### src/rtl/uart_tap_pkg.sv
// Shared types and constants for the UART bus tap: FIFO entry layout, tag bytes
// and the sequencer state encoding.
`timescale 1ns/1ps
package uart_tap_pkg;

  localparam logic [7:0] TAG_CH0 = 8'h41;  // 'A', B1->B2 traffic
  localparam logic [7:0] TAG_CH1 = 8'h42;  // 'B', B2->B1 traffic

  typedef enum logic [1:0] {
    S_IDLE = 2'd0,
    S_TAG  = 2'd1,
    S_DATA = 2'd2,
    S_WAIT = 2'd3
  } state_e;

  typedef struct packed {
    logic       src;
    logic [7:0] data;
  } entry_t;

  function automatic logic [7:0] tag_for(input logic src);
    return src ? TAG_CH1 : TAG_CH0;
  endfunction

endpackage

### src/rtl/uart_tap_ser.sv
// 8N1 serializer, LSB first, DIV clocks per bit. rdy is also high during the final
// clock of the stop bit so a waiting byte starts with no idle gap.
`timescale 1ns/1ps
module uart_tap_ser #(
  parameter int DIV = 3333
) (
  input  logic       clk,
  input  logic       rst_n,
  input  logic       en,
  input  logic [7:0] data_in,
  output logic       rdy,
  output logic       dout
);

  localparam int               CNT_W     = (DIV > 1) ? $clog2(DIV) : 1;
  localparam logic [CNT_W-1:0] BAUD_LAST = CNT_W'(DIV - 1);

  logic             busy_q, busy_d;
  logic             dout_q, dout_d;
  logic [8:0]       shift_q, shift_d;
  logic [3:0]       bit_cnt_q, bit_cnt_d;
  logic [CNT_W-1:0] baud_cnt_q, baud_cnt_d;
  logic             last_tick;

  assign last_tick = busy_q && (bit_cnt_q == 4'd9) && (baud_cnt_q == BAUD_LAST);
  assign rdy       = !busy_q || last_tick;
  assign dout      = dout_q;

  // NOTE: every signal written here gets a default first, otherwise paths that
  // skip an assignment would infer latches.
  always_comb begin
    busy_d     = busy_q;
    dout_d     = dout_q;
    shift_d    = shift_q;
    bit_cnt_d  = bit_cnt_q;
    baud_cnt_d = baud_cnt_q;
    if (en && rdy) begin
      busy_d     = 1'b1;
      dout_d     = 1'b0;
      shift_d    = {1'b1, data_in};
      bit_cnt_d  = 4'd0;
      baud_cnt_d = '0;
    end else if (busy_q) begin
      if (baud_cnt_q == BAUD_LAST) begin
        baud_cnt_d = '0;
        if (bit_cnt_q == 4'd9) begin
          busy_d = 1'b0;
        end else begin
          // Stop bit rides in at the top of the shift register.
          dout_d    = shift_q[0];
          shift_d   = {1'b1, shift_q[8:1]};
          bit_cnt_d = bit_cnt_q + 4'd1;
        end
      end else begin
        baud_cnt_d = baud_cnt_q + 1'b1;
      end
    end
  end

  // NOTE: sequential state uses non-blocking assignments so every flop samples
  // the pre-edge values, independent of block ordering.
  always_ff @(posedge clk or negedge rst_n) begin
    if (!rst_n) begin
      busy_q     <= 1'b0;
      dout_q     <= 1'b1;
      shift_q    <= '1;
      bit_cnt_q  <= '0;
      baud_cnt_q <= '0;
    end else begin
      busy_q     <= busy_d;
      dout_q     <= dout_d;
      shift_q    <= shift_d;
      bit_cnt_q  <= bit_cnt_d;
      baud_cnt_q <= baud_cnt_d;
    end
  end

endmodule

### src/rtl/uart_tap_tx.sv
// Bus tap: captures bytes from two sniffed channels into a FIFO and streams them
// out over 8N1. Define UART_TAP_TAG_EN to prefix each byte with an 'A'/'B' tag.
`timescale 1ns/1ps
module uart_tap_tx
  import uart_tap_pkg::*;
#(
  parameter int SYSTEM_CLOCK = 32000000,
  parameter int BAUD_RATE    = 9600,
  parameter int FIFO_DEPTH   = 16
) (
  input  logic       clk,
  input  logic       rst,
  input  logic       ch0_valid,
  input  logic [7:0] ch0_data,
  input  logic       ch1_valid,
  input  logic [7:0] ch1_data,
  output logic       dout,
  output logic       busy,
  output logic       overflow,
  output logic [7:0] drop_cnt
);

  localparam int DIV   = SYSTEM_CLOCK / BAUD_RATE;
  localparam int PTR_W = $clog2(FIFO_DEPTH) + 1;

  // Assertion is immediate; release is re-timed to clk so the first edge is clean.
  logic rst_meta_q, rst_sync_q, rst_n;

  always_ff @(posedge clk or negedge rst) begin
    if (!rst) {rst_sync_q, rst_meta_q} <= 2'b00;
    else      {rst_sync_q, rst_meta_q} <= {rst_meta_q, 1'b1};
  end
  assign rst_n = rst_sync_q;

  entry_t             fifo_mem_q [FIFO_DEPTH];
  logic [PTR_W-1:0]   wr_ptr_q, wr_ptr_d, rd_ptr_q, rd_ptr_d;
  logic               fifo_full, fifo_empty;
  entry_t             hold_q, hold_d, wr_entry, ch0_e, ch1_e;
  logic               hold_v_q, hold_v_d;
  logic               wr_req, push, pop, lost;
  logic               overflow_q, overflow_d;
  logic [7:0]         drop_cnt_q, drop_cnt_d;
  logic [8:0]         drop_sum;
  state_e             state_q, state_d;
  entry_t             cur_q, cur_d;
  logic               ser_en, ser_rdy;
  logic [7:0]         ser_data;

  assign fifo_empty = (wr_ptr_q == rd_ptr_q);
  assign fifo_full  = (wr_ptr_q[PTR_W-1] != rd_ptr_q[PTR_W-1]) &&
                      (wr_ptr_q[PTR_W-2:0] == rd_ptr_q[PTR_W-2:0]);
  assign ch0_e      = '{src: 1'b0, data: ch0_data};
  assign ch1_e      = '{src: 1'b1, data: ch1_data};

  // One write port: a parked entry goes first and any fresh strobe takes its place.
  always_comb begin
    wr_req   = 1'b0;
    wr_entry = '0;
    hold_v_d = 1'b0;
    hold_d   = hold_q;
    lost     = 1'b0;
    if (hold_v_q) begin
      wr_req   = 1'b1;
      wr_entry = hold_q;
      if (ch0_valid) begin
        hold_v_d = 1'b1;
        hold_d   = ch0_e;
        lost     = ch1_valid;
      end else if (ch1_valid) begin
        hold_v_d = 1'b1;
        hold_d   = ch1_e;
      end
    end else if (ch0_valid) begin
      wr_req   = 1'b1;
      wr_entry = ch0_e;
      if (ch1_valid) begin
        hold_v_d = 1'b1;
        hold_d   = ch1_e;
      end
    end else if (ch1_valid) begin
      wr_req   = 1'b1;
      wr_entry = ch1_e;
    end
  end

  // A pop in the same cycle frees the slot, so a full FIFO still accepts.
  assign push     = wr_req && (!fifo_full || pop);
  assign wr_ptr_d = wr_ptr_q + PTR_W'(push);
  assign rd_ptr_d = rd_ptr_q + PTR_W'(pop);

  assign drop_sum   = {1'b0, drop_cnt_q} + 9'(wr_req && !push) + 9'(lost);
  assign drop_cnt_d = (drop_sum > 9'd255) ? 8'hFF : drop_sum[7:0];
  assign overflow_d = overflow_q || (wr_req && !push) || lost;

  always_comb begin
    state_d  = state_q;
    cur_d    = cur_q;
    pop      = 1'b0;
    ser_en   = 1'b0;
    ser_data = cur_q.data;
    unique case (state_q)
      S_IDLE: begin
        if (!fifo_empty) begin
          pop   = 1'b1;
          cur_d = fifo_mem_q[rd_ptr_q[PTR_W-2:0]];
`ifdef UART_TAP_TAG_EN
          state_d = S_TAG;
`else
          state_d = S_DATA;
`endif
        end
      end
      S_TAG: begin
        ser_data = tag_for(cur_q.src);
        if (ser_rdy) begin
          ser_en  = 1'b1;
          state_d = S_DATA;
        end
      end
      S_DATA: begin
        if (ser_rdy) begin
          ser_en  = 1'b1;
          state_d = S_WAIT;
        end
      end
      S_WAIT: begin
        if (ser_rdy) state_d = S_IDLE;
      end
      default: state_d = S_IDLE;
    endcase
  end

  // NOTE: the storage array has no reset; emptiness is carried by the pointers,
  // so clearing the array would only add reset fan-out.
  always_ff @(posedge clk) begin
    if (push) fifo_mem_q[wr_ptr_q[PTR_W-2:0]] <= wr_entry;
  end

  always_ff @(posedge clk or negedge rst_n) begin
    if (!rst_n) begin
      wr_ptr_q   <= '0;
      rd_ptr_q   <= '0;
      hold_q     <= '0;
      hold_v_q   <= 1'b0;
      overflow_q <= 1'b0;
      drop_cnt_q <= '0;
      state_q    <= S_IDLE;
      cur_q      <= '0;
    end else begin
      wr_ptr_q   <= wr_ptr_d;
      rd_ptr_q   <= rd_ptr_d;
      hold_q     <= hold_d;
      hold_v_q   <= hold_v_d;
      overflow_q <= overflow_d;
      drop_cnt_q <= drop_cnt_d;
      state_q    <= state_d;
      cur_q      <= cur_d;
    end
  end

  uart_tap_ser #(.DIV(DIV)) u_ser (
    .clk     (clk),
    .rst_n   (rst_n),
    .en      (ser_en),
    .data_in (ser_data),
    .rdy     (ser_rdy),
    .dout    (dout)
  );

  assign busy     = !fifo_empty || hold_v_q || (state_q != S_IDLE);
  assign overflow = overflow_q;
  assign drop_cnt = drop_cnt_q;

endmodule

### config.mk
export PLATFORM = sky130hd
export DESIGN_NAME = uart_tap_tx
export DESIGN_NICKNAME = d
export VERILOG_FILES = /design/src/rtl/uart_tap_pkg.sv /design/src/rtl/uart_tap_ser.sv /design/src/rtl/uart_tap_tx.sv
export SDC_FILE = /design/constraint.sdc
export NUM_CORES = 1
export LEC_CHECK = 0
export CAP_MARGIN = 20
export CORE_UTILIZATION = 66
export CTS_CLUSTER_DIAMETER = 50
export DETAILED_ROUTE_END_ITERATION = 16
export PLACE_DENSITY = 0.82
export SYNTH_ARGS = -nofsm -noshare
export SYNTH_HDL_FRONTEND = slang
export SYNTH_SLANG_ARGS = --single-unit
### constraint.sdc
create_clock -name clk -period 4.8 [get_ports clk]
set_input_delay 0.96 -clock clk [delete_from_list [all_inputs] [get_ports clk]]
set_output_delay 0.96 -clock clk [all_outputs]
set_load 0.05 [all_outputs]
==> impl_metrics.env <==
export IMPL_outcome="finished clean"
export IMPL_timing_fmax_mhz=267
export IMPL_synthCells=605
export IMPL_slew_headroom_pct=27.0
export IMPL_grt_ovfl_total=0
export IMPL_synth_distinct_cells=62
export IMPL_cts_root_buf="clkbuf_16"
export IMPL_route_antenna_remaining_nets=0
export IMPL_grt_max_degree=67
export IMPL_nFillCells=710
export IMPL_drc=0
export IMPL_io_buffers=30
export IMPL_cts_tree="done"
export IMPL_cp_max_fo=20
export IMPL_core_area_um2=13400
export IMPL_cellLeakagePower_uw=0.00386
export IMPL_finalNetCount=679
export IMPL_required_ps=3840
export IMPL_finalSetupViolCount=0
export IMPL_chipWidth_um=120
export IMPL_multi_input_area_um2=2950
export IMPL_power_per_cell_area_nw_per_um2=473
export IMPL_layout_common_cells="edfxtp_1, dfrtp_1, mux2_2"
export IMPL_worstSetupPathType="reg2out"
export IMPL_p_seq_share_pct=49.7
export IMPL_async_flop_share_pct=32.1
export IMPL_clockBufferDepth=3
export IMPL_postCtsHoldBufs=0
export IMPL_grt_pass1_wl_um=30300
export IMPL_ys_ff_latch=212
export IMPL_antenna_cells=0
export IMPL_maxSlewViolCount=0
export IMPL_p_clk_share_pct=35.7
export IMPL_wl_per_cell_um=23.2
export IMPL_firstDrtPassIters=5
export IMPL_ctsResizeCount=0
export IMPL_die_area_um2=14400
export IMPL_worst_pin_slew_ps=1090
export IMPL_cp_arrival_ps=2790
export IMPL_dp_hpwl_um=11600
export IMPL_final_common_cell="edfxtp_1"
export IMPL_place_congestion=0.882
export IMPL_rsz0062_at_grt="no"
export IMPL_vias=5599
export IMPL_setup_ws_ps=1050
export IMPL_regArea_um2=6040
export IMPL_syn_to_final_growth_pct=13.8
export IMPL_ir_drop_mv=0.323
export IMPL_avgSynthCellArea_um2=15.2
export IMPL_comb_power_share_pct=14.6
export IMPL_htreeDepth=1
export IMPL_vias_per_cell=6.70
export IMPL_grt_pass1_vias=5519
export IMPL_placed_cell_area_um2=9670
export IMPL_io_pins=31
export IMPL_endpoint_kind="output port"
export IMPL_die_y_um=120
export IMPL_clk_latency_ps=530
export IMPL_clkSinkCount=212
export IMPL_wirelength_um=19400
export IMPL_drive_gt1_share_pct=19.2
export IMPL_post_place_ws_ps=1190
export IMPL_yosysSeqAreaShare_pct=65.6
export IMPL_path_clk_slew_ps=60
export IMPL_p_sw_share_pct=27.4
export IMPL_ys_flop_type="edfxtp_1"
export IMPL_cts_setup_buffers=0
export IMPL_hold_viol=0
export IMPL_initial_core_util_pct=68.6
export IMPL_setup_tns_ps=0
export IMPL_switching_power_uw=1360
export IMPL_yosysWarnings=0
export IMPL_critPathLaunchType="flop"
export IMPL_drt_iter0_markers=636
export IMPL_synthesis_area_um2=9200
export IMPL_p_int_uw=3590
export IMPL_hp_class="reg2reg"
export IMPL_rows=42
export IMPL_cap_violations=0
export IMPL_skew_ps=21.9
export IMPL_cts_buffers_inserted=24
export IMPL_period_share_pct=78.1
export IMPL_synth_edf_count=144
export IMPL_min_period_ps=3750
export IMPL_antenna_found_initial=1
export IMPL_final_area_um2=10500
export IMPL_grt_usage_pct=28.2
export IMPL_syn_num_nets=641
[path summary, 6_finish.rpt]
kind / start / to / slack, ps / cells after the start
max in group asynchronous: rst_n$_DFF_PN0_ / rd_ptr_q[2]$_DFF_PN0_ / 3740 / 1
hold / removal: rst_meta_q$_DFF_PN0_ / rst_n$_DFF_PN0_ / 370 / 0
setup reg to reg: rd_ptr_q[3]$_DFF_PN0_ / drop_cnt[5]$_DFF_PN0_ / 1770 / 9
hold reg to reg: rst_meta_q$_DFF_PN0_ / rst_n$_DFF_PN0_ / 370 / 0
setup / recovery: rd_ptr_q[3]$_DFF_PN0_ / busy / 1050 / 4
min in group asynchronous: rst_n$_DFF_PN0_ / hold_q[0]$_DFFE_PN0P_ / 440 / 1
[metal layers]
layer	part of all wire, %	vias to the layer above	GRT usage [%]
met3	7.8	44	6.27
met5	0.067	-	0
met1	39	2853	39.6
met2	50	274	44.4
li1	-	2426	-
met4	2.8	2	9.06
[registers in the layout, summed over array words and instances, names as in the netlist]
name and cells:
u_ser.baud_cnt_q 12, rd_ptr_q 5, drop_cnt 8, hold_q 9, overflow 1, state_q 2
cur_q 9, u_ser.bit_cnt_q 4, rst_meta_q 1, wr_ptr_q 5, u_ser.dout 1, fifo_mem_q 144
rst_n 1, u_ser.busy_q 1, hold_v_q 1, u_ser.shift_q 8
[stage by stage]
| step | utilization [%] | hold WS (ps) | std cells | power (µW) |
|---|---|---|---|---|
| floorplan | - | 331 | 605 | 2890 |
| global placement | 72.2 | 345 | 791 | 3130 |
| detailed placement | 72.2 | 351 | 791 | 3180 |
| CTS | 77.9 | 374 | 834 | 4940 |
| global route | 78.1 | 373 | 836 | 5100 |
| finish | 78.1 | 368 | 836 | 4950 |
[Yosys cell counts (3+ instances only)]
| cell type | count | area (µm²) |
|---|---|---|
| nand4_1 | 5 | 31.3 |
| nand2b_1 | 6 | 37.5 |
| ha_1 | 15 | 188 |
| o22ai_1 | 19 | 119 |
| a22oi_1 | 10 | 75.1 |
| dfstp_2 | 9 | 236 |
| and2_1 | 3 | 18.8 |
| edfxtp_1 | 144 | 4320 |
| nand2_1 | 20 | 75.1 |
| nand3_1 | 18 | 90.1 |
| mux2_2 | 31 | 349 |
| xnor2_1 | 11 | 96.3 |
| mux2i_1 | 16 | 160 |
| nor2b_1 | 13 | 81.3 |
| or4_1 | 3 | 22.5 |
| nor3b_1 | 3 | 22.5 |
| a31oi_1 | 8 | 50.1 |
| buf_1 | 3 | 11.3 |
| nor4bb_1 | 3 | 30.0 |
| dfrtp_1 | 59 | 1480 |
| and3b_1 | 4 | 35.0 |
| buf_2 | 12 | 60.1 |
| or3_1 | 5 | 31.3 |
| and3_1 | 8 | 50.1 |
| a21oi_1 | 16 | 80.1 |
| a22o_1 | 4 | 35.0 |
| clkbuf_1 | 16 | 60.1 |
| mux4_2 | 27 | 608 |
| o21ai_0 | 28 | 140 |
| nor2_1 | 17 | 63.8 |
| a221o_1 | 11 | 110 |
| xor2_1 | 3 | 26.3 |
| nor3_1 | 6 | 30.0 |
| inv_1 | 17 | 63.8 |
[critical path: stages, from the launching register on]
cell and delay, ps:
dfrtp_1 760, xnor2_1 220, and4_1 420, nand4b_1 150
clkdlybuf4s50_1 730
[logic make-up (layout without fill, tap and decap cells)]
group | count (synthesis) | in the layout | share of synthesized area, %
XOR/XNOR | 14 | 14 | 1.33
AO/OA/AOI/OAI | 109 | 109 | 7.96
multiplexers | 74 | 74 | 12.1
buffers and inverters | 50 | 105 | 2.24
flip-flops | 212 | 212 | 65.6
other | 1 | 1 | 0.0408
AND/OR/NAND/NOR | 129 | 129 | 8.38
adder cells (fa/ha/maj) | 16 | 16 | 2.26
[area by class of cell]
cell class	instances	area share (%)
inverters	18	0.645
repair buffers	44	3.99
multi-input cells	343	28.2
well taps	176	2.10
clock buffers	30	5.95
flip-flops and latches	212	57.7
clock inverters	13	1.40
[power groups by stage]
stage | logic (µW) | registers, µW | clock network, µW
2_1_floorplan | 399 | 2490 | 0
3_3_place_gp | 669 | 2460 | 0
3_5_place_dp | 698 | 2480 | 0
4_1_cts | 715 | 2460 | 1770
5_1_grt | 768 | 2480 | 1850
6_report | 723 | 2460 | 1770
(Power assumes the default switching activity.)
